[config.mk]
export PLATFORM = sky130hd
export DESIGN_NAME = mult_div_unit_flat
export DESIGN_NICKNAME = d
export VERILOG_FILES = /design/src/rtl/mult_div_unit_if.sv /design/src/rtl/mult_div_unit.sv /design/src/flat_wrapper.sv
export SDC_FILE = /design/constraint.sdc
export NUM_CORES = 1
export LEC_CHECK = 0
export CAP_MARGIN = 20
export CORE_MARGIN = 3
export CORE_UTILIZATION = 60
export DETAILED_ROUTE_END_ITERATION = 10
export PLACE_DENSITY = 0.82
export REMOVE_ABC_BUFFERS = 1
export SLEW_MARGIN = 20
export SYNTH_ARGS = -nofsm -noshare
export SYNTH_HDL_FRONTEND = slang
export SYNTH_SLANG_ARGS = --single-unit
[constraint.sdc]
create_clock -name clock -period 4.9 [get_ports clock]
set_input_delay 0.98 -clock clock [delete_from_list [all_inputs] [get_ports clock]]
set_output_delay 0.98 -clock clock [all_outputs]
set_load 0.03 [all_outputs]
[src/rtl/mult_div_unit_if.sv]
// Operand/strobe/result bundle between the issuing stage and the multiply/divide unit.
interface mult_div_unit_if;
  logic        ctrl_MULT;
  logic        ctrl_DIV;
  logic [31:0] data_operandA;
  logic [31:0] data_operandB;
  logic [31:0] data_result;
  logic        data_exception;
  logic        data_resultRDY;

  modport master (
    output ctrl_MULT, ctrl_DIV, data_operandA, data_operandB,
    input  data_result, data_exception, data_resultRDY
  );

  modport slave (
    input  ctrl_MULT, ctrl_DIV, data_operandA, data_operandB,
    output data_result, data_exception, data_resultRDY
  );
endinterface

[src/rtl/mult_div_unit.sv]
// Iterative signed 32-bit multiply (shift-add) and divide (restoring), one bit per cycle.
// Both operate on magnitudes and fix the sign in a final cycle that also loads the result.
module mult_div_unit (
  input  logic            clock,
  input  logic            reset,
  mult_div_unit_if.slave  bus
);
  typedef enum logic [1:0] {IDLE, MUL, DIV, DONE} state_t;

  state_t      state, state_nx;
  logic [4:0]  cnt;
  logic        fin;
  logic [63:0] acc;   // mul: {partial hi, multiplier}; div: {remainder, dividend/quotient}
  logic [31:0] opb;
  logic        neg;
  logic [31:0] res_q;
  logic        exc_q, rdy_q;

  logic        start;
  logic [31:0] amag, bmag;
  logic [32:0] sum;
  logic [63:0] mul_nx, div_nx, prod;
  logic [31:0] r, rem_nx, quo, qs;
  logic [32:0] diff;
  logic        ge, mul_exc, div_exc;

  assign start = bus.ctrl_MULT | bus.ctrl_DIV;
  assign amag  = bus.data_operandA[31] ? (~bus.data_operandA + 32'd1) : bus.data_operandA;
  assign bmag  = bus.data_operandB[31] ? (~bus.data_operandB + 32'd1) : bus.data_operandB;

  // Shift-add step: conditionally add multiplicand into the high half, then shift right.
  assign sum    = {1'b0, acc[63:32]} + (acc[0] ? {1'b0, opb} : 33'd0);
  assign mul_nx = {sum, acc[31:1]};

  // Restoring step: remainder stays below the divisor, so 32 bits suffice when divisor != 0.
  assign r      = {acc[62:32], acc[31]};
  assign diff   = {1'b0, r} - {1'b0, opb};
  assign ge     = ~diff[32];
  assign rem_nx = ge ? diff[31:0] : r;
  assign div_nx = {rem_nx, acc[30:0], ge};

  assign prod    = neg ? (~acc + 64'd1) : acc;
  assign mul_exc = prod[63:32] != {32{prod[31]}};
  assign quo     = acc[31:0];
  assign qs      = neg ? (~quo + 32'd1) : quo;
  // Only |A|=2^31 with a non-negative quotient sign can produce an unrepresentable quotient.
  assign div_exc = (opb == 32'd0) | (quo[31] & ~neg);

  always_ff @(posedge clock) begin
    if (reset) state <= IDLE;
    else       state <= state_nx;
  end

  always_comb begin
    state_nx = state;
    if (start) state_nx = bus.ctrl_MULT ? MUL : DIV;
    else begin
      case (state)
        MUL, DIV: if (fin) state_nx = DONE;
        DONE:     state_nx = IDLE;
        default:  state_nx = state;
      endcase
    end
  end

  always_ff @(posedge clock) begin
    if (reset) begin
      cnt <= '0; fin <= 1'b0; acc <= '0; opb <= '0; neg <= 1'b0;
      res_q <= '0; exc_q <= 1'b0; rdy_q <= 1'b0;
    end else if (start) begin
      cnt   <= '0;
      fin   <= 1'b0;
      acc   <= {32'd0, amag};
      opb   <= bmag;
      neg   <= bus.data_operandA[31] ^ bus.data_operandB[31];
      res_q <= '0;
      exc_q <= 1'b0;
      rdy_q <= 1'b0;
    end else begin
      case (state)
        MUL, DIV: begin
          if (fin) begin
            res_q <= (state == MUL) ? prod[31:0] : ((opb == 32'd0) ? 32'd0 : qs);
            exc_q <= (state == MUL) ? mul_exc : div_exc;
            rdy_q <= 1'b1;
          end else begin
            acc <= (state == MUL) ? mul_nx : div_nx;
            cnt <= cnt + 5'd1;
            fin <= (cnt == 5'd31);
          end
        end
        default: rdy_q <= 1'b0;
      endcase
    end
  end

  assign bus.data_result    = res_q;
  assign bus.data_exception = exc_q;
  assign bus.data_resultRDY = rdy_q;
endmodule

[src/flat_wrapper.sv]
// flat-port wrapper written by rule: the top's interface ports become plain ports
module mult_div_unit_flat 
  (clock, reset, bus_ctrl_MULT, bus_ctrl_DIV, bus_data_operandA, bus_data_operandB, bus_data_result, bus_data_exception, bus_data_resultRDY);
  mult_div_unit_if bus_i ();
  input  logic clock;
  input  logic reset;
  input wire logic [$bits(bus_i.ctrl_MULT)-1:0] bus_ctrl_MULT;
  input wire logic [$bits(bus_i.ctrl_DIV)-1:0] bus_ctrl_DIV;
  input wire logic [$bits(bus_i.data_operandA)-1:0] bus_data_operandA;
  input wire logic [$bits(bus_i.data_operandB)-1:0] bus_data_operandB;
  output wire logic [$bits(bus_i.data_result)-1:0] bus_data_result;
  output wire logic [$bits(bus_i.data_exception)-1:0] bus_data_exception;
  output wire logic [$bits(bus_i.data_resultRDY)-1:0] bus_data_resultRDY;
  assign bus_i.ctrl_MULT = bus_ctrl_MULT;
  assign bus_i.ctrl_DIV = bus_ctrl_DIV;
  assign bus_i.data_operandA = bus_data_operandA;
  assign bus_i.data_operandB = bus_data_operandB;
  assign bus_data_result = bus_i.data_result;
  assign bus_data_exception = bus_i.data_exception;
  assign bus_data_resultRDY = bus_i.data_resultRDY;
  mult_div_unit u_core (.clock(clock), .reset(reset), .bus(bus_i));
endmodule
==> results by stage <==
Timing:
- The minimum clock period after layout is 4.38 ns.
- The headroom to the max-slew limit is 0.279.
- Setup violations remaining at the end of the flow were counted as 0.
- For the final routed database, the setup TNS stands at 0 ns.
- The highest attainable clock frequency is roughly 230 MHz.
- The final hold violation count was 0.
- The slew at the pin closest to its max-slew limit is around 1.1 ns.
- Setup repair after global routing left no endpoint under its margin.
- The final worst-path cycle share is 0.894.
- The number of pins with negative max-slew slack in the final report is 0.
- The worst clock skew is between 0.015 and 0.02 ns.
- The worst path meets setup with roughly 0.52 ns of slack.

Worst setup path:
- In this run the worst path has a maximum fanout of 29.
- The launching point of the worst reg2reg path is u_core.acc[0].
- The critical path in this run is classified as flip-flop to flip-flop.
- Walking the worst path, the cells encountered are inv_1 -> buf_4 -> nor2_1 -> ha_1 -> a211oi_1 -> nor3_1 -> o311a_1 -> o31a_1 -> a211oi_1 -> o211ai_1 -> a41oi_1 -> a21oi_1 -> a31oi_1 -> nor4_1.
- The family with the most delay on the worst path is compound AO/OA/AOI/OAI gates.
- The critical path startpoint category is a flip-flop.
- Data arrives at the worst endpoint at approximately 4.7 ns.
- Data on the critical path is required at its endpoint by approximately 5.2 ns.
- The endpoint class of the critical path is a flip-flop.
- The slowest cell on the critical path is a211oi_1.
- The number of buffer and inverter instances along the worst setup path is 2.
- The cell occurring most often along the worst timing path is a211oi_1.
- The worst stage delay on the critical path is between 0.5 and 0.6 ns.
- Measured in cells, the most critical reg-to-reg path has a length of 14.
- The critical register-to-register path endpoint is u_core.acc[63].
- Setup slack on the worst reg-to-reg path comes out at roughly 0.52 ns.

Clock network:
- No sink is reached through more buffers than the 2 on the longest clock path.
- The clock tree root driver cell is clkbuf_16.
- The clock insertion delay at the later pin of the skew report is ~0.44 ns.
- The number of gates resized after CTS was 0.
- The TritonCTS clock tree is done.
- The number of setup buffers added after CTS is 0.
- The number of hold buffers added after CTS was 0.
- The H-tree level count is 4.
- In this run, CTS created clock tree buffers numbering 17.
- The sink count of the clock tree is roughly 140.
- The clock slew seen by the registers of the worst setup and hold paths is about 0.070 ns.

Power and ir drop:
- The switching share of total power is 0.360.
- VDD sags by at most 0.291 mV.
- For this design the static power due to leakage is between 5 and 6 nW.
- The share of total power in sequential cells is 0.354.
- For this design the total switching power over the nets is 0.00131 W.
- The share of total power dissipated in combinational logic is 0.281.
- The total power per unit cell area is around 250 nW/µm².
- Of the total power, the clock network draws 0.365.
- The internal power of the cells is between 0.002 and 0.0025 W.
- Power comes to approximately 0.0036 W.

Cells and area:
- The net total in the final layout is 1878.
- The number of antenna diodes in the final layout is 0.
- The area of all placed cells without fillers is around 14000 µm².
- For this run, the number of standard cells in the final layout without fillers is 2019.
- The area growth from synthesis to layout is 12.2%.
- The filler cell count in the final layout is around 1700.
- Of the cells placed in the final design, the portion with a size suffix greater than 1 is 0.0486.
- The combined area of the multi-input logic cells is ~9300 µm².
- Summing all flip-flop and latch instances after layout gives around 2800 µm².

Route:
- The remaining number of nets flagged by the antenna check after routing is 0.
- The detailed router finished its first iteration with 1455 violations.
- The DRC violations left is 0.
- Detailed routing inserted a total of between 10000 and 15000 vias.
- The iteration count of the initial detailed-routing pass is 7.
- Dividing the detail-routed via count by the number of cells gives ~6.7.
- Wires add up to 40600 µm.
- After detailed routing, the average wire length per cell comes to slightly above 20 µm.

Die:
- For this design the top-level I/O count stands at 102.
- The die height is between 150 and 200 µm.
- The die covers about 23000 µm².
- The area inside the core boundary is a little over 20000 µm².
- For this configuration, the core starts out at a cell density of 0.623.
- The total number of placement rows is between 50 and 60.
- The horizontal die dimension is ~150 µm.

Hold path:
- The path with the worst hold slack has its endpoint at u_core.cnt[4].
- The depth of the worst hold-timing path is 2.
- The classification of the worst-slack hold path is flip-flop to flip-flop.
- The startpoint identified for the worst hold timing path is u_core.cnt[4].

Logic synthesis:
- Yosys mapped a number of flops with a built-in enable equal to 0.
- The count of warnings emitted by yosys is 0.
- The share of synthesized area in the top cell type comes to 0.216.
- The post-synthesis area per instance is between 7 and 8 µm².
- The number of instances in the synthesized netlist is approximately 1700.
- Sorting the synthesized cells by how often they occur yields 222 x nor2_1, 139 x dfxtp_1, 115 x a211oi_1.
- Synthesis instantiated just over 80 different standard cells from the library.
- The share of the Yosys chip area taken by registers is 0.216.
- The post-synthesis instance area is approximately 13000 µm².
- The flip-flop cell with the highest count after synthesis is dfxtp_1.
- By instance count, the leading cell after synthesis is nor2_1.
- The largest area contributor in the synthesized netlist is dfxtp_1.
- The synthesis-stage register bit count is about 140.
- The proportion of synthesized flip-flops having asynchronous set or reset is 0.
- Ranked by total cell area, the synthesized netlist is headed by dfxtp_1 22%, ha_1 7.0%, a211oi_1 6.7%.

Job:
- Max-cap violations in this run came to 0.

GRT:
- The number of global-route vias before repair is 12089.
- The combined global-route utilization of all metal layers is 0.332.
- The wire length of the first global-routing pass is between 60000 and 70000 µm.
- The number of antenna violations at the first check in global routing is 0.
- The aggregate global routing overflow is 0.
- Entering global routing, the biggest net connects slightly below 80 pins.

Placed design:
- After detailed placement, the total cell area comes to around 14000 µm².
- The total half-perimeter wirelength after legalization and detailed placement is just under 30000 µm.
- The worst slack at placement is between 0.4 and 0.5 ns.
- The global placement routability congestion is between 0.9 and 1.
- The count of buffers added on input and output ports is between 100 and 150.
- The total instance count after detailed placement is 1987.

Status:
- The run finished with clean final reports.
## worst max-delay path by stage
| stage | startpoint | endpoint | slack, ns | cells past startpoint |
|---|---|---|---|---|
| floorplan | u_core.state[0] | u_core.bus.data_result[0] | 0.07 | 5 |
| global placement | bus_data_operandA[2] | u_core.acc[27] | 0.49 | 11 |
| detailed placement | bus_data_operandA[2] | u_core.acc[27] | 0.43 | 11 |
| CTS | u_core.acc[0] | u_core.acc[63] | 0.64 | 14 |
| global route | u_core.acc[0] | u_core.acc[63] | 0.34 | 14 |
| finish | u_core.acc[0] | u_core.acc[63] | 0.52 | 14 |
## state kept, by name, summed over array words and instances, names as in the netlist
signal / cells
u_core.bus.data_resultRDY: 1
u_core.cnt: 5
u_core.bus.data_exception: 1
u_core.acc: 64
u_core.state: 2
u_core.neg: 1
u_core.bus.data_result: 32
u_core.fin: 1
u_core.opb: 32
## stage by stage
| step | utilization | hold WS [ns] |
|---|---|---|
| final | 0.699 | 0.460 |
| after global routing | 0.699 | 0.490 |
| after CTS | 0.700 | 0.465 |
| after detailed placement | 0.671 | 0.456 |
| after global placement | 0.671 | 0.445 |
| after floorplan | - | 0.439 |
## worst reg2reg max path: stages, from the launching register on
cell and delay [ns]:
dfxtp_1 0.40, inv_1 0.25, buf_4 0.38, nor2_1 0.09, ha_1 0.24, a211oi_1 0.36
nor3_1 0.14, o311a_1 0.39, o31a_1 0.37, a211oi_1 0.57, o211ai_1 0.26, a41oi_1 0.33
a21oi_1 0.16, a31oi_1 0.24, nor4_1 0.08
## power by group through the flow
stage / clock network [W] / logic [W] / registers, W
detailed placement: 0 / 0.000993 / 0.00131
global placement: 0 / 0.000976 / 0.00131
finish: 0.00133 / 0.00102 / 0.00129
floorplan: 0 / 0.000695 / 0.00128
CTS: 0.00134 / 0.00100 / 0.00128
global route: 0.00138 / 0.00111 / 0.00130
## area by class of cell
class / instances / share of cell area
Clock buffer: 18 / 0.0304
Clock inverter: 14 / 0.0105
Multi-Input combinational cell: 1397 / 0.647
Timing Repair Buffer: 119 / 0.0796
Inverter: 62 / 0.0161
Sequential cell: 139 / 0.193
Tap cell: 270 / 0.0234
## kinds of logic (layout without fill, tap and decap cells)
| family | count (synthesis) | count (layout) | synth area share |
|---|---|---|---|
| XOR/XNOR | 157 | 157 | 0.107 |
| multiplexers | 39 | 39 | 0.0304 |
| flip-flops | 139 | 139 | 0.216 |
| buffers and inverters | 197 | 213 | 0.0600 |
| AND/OR/NAND/NOR | 571 | 571 | 0.220 |
| adder cells (fa/ha/maj) | 74 | 74 | 0.0732 |
| AO/OA/AOI/OAI | 556 | 556 | 0.293 |
## placed cells by master, fill, tap and decap left out, types with 60 or more instances in the layout
cell	synthesis	final
a211oi_1	115	115
a21oi_1	102	101
clkdlybuf4s50_1	0	99
dfxtp_1	139	138
ha_1	72	71
inv_1	60	60
nand2_1	104	104
nor2_1	222	222
o21ai_0	106	106
xnor2_1	75	75
xor2_1	82	82
## routing by layer
layer / GRT usage / share of wire / vias up
li1: - / - / 6430
met1: 0.483 / 0.44 / 6231
met2: 0.511 / 0.44 / 690
met3: 0.0477 / 0.096 / 90
met4: 0.0972 / 0.027 / 0
met5: 0 / 0 / -
No activity file was read; power rests on OpenSTA's default activity.
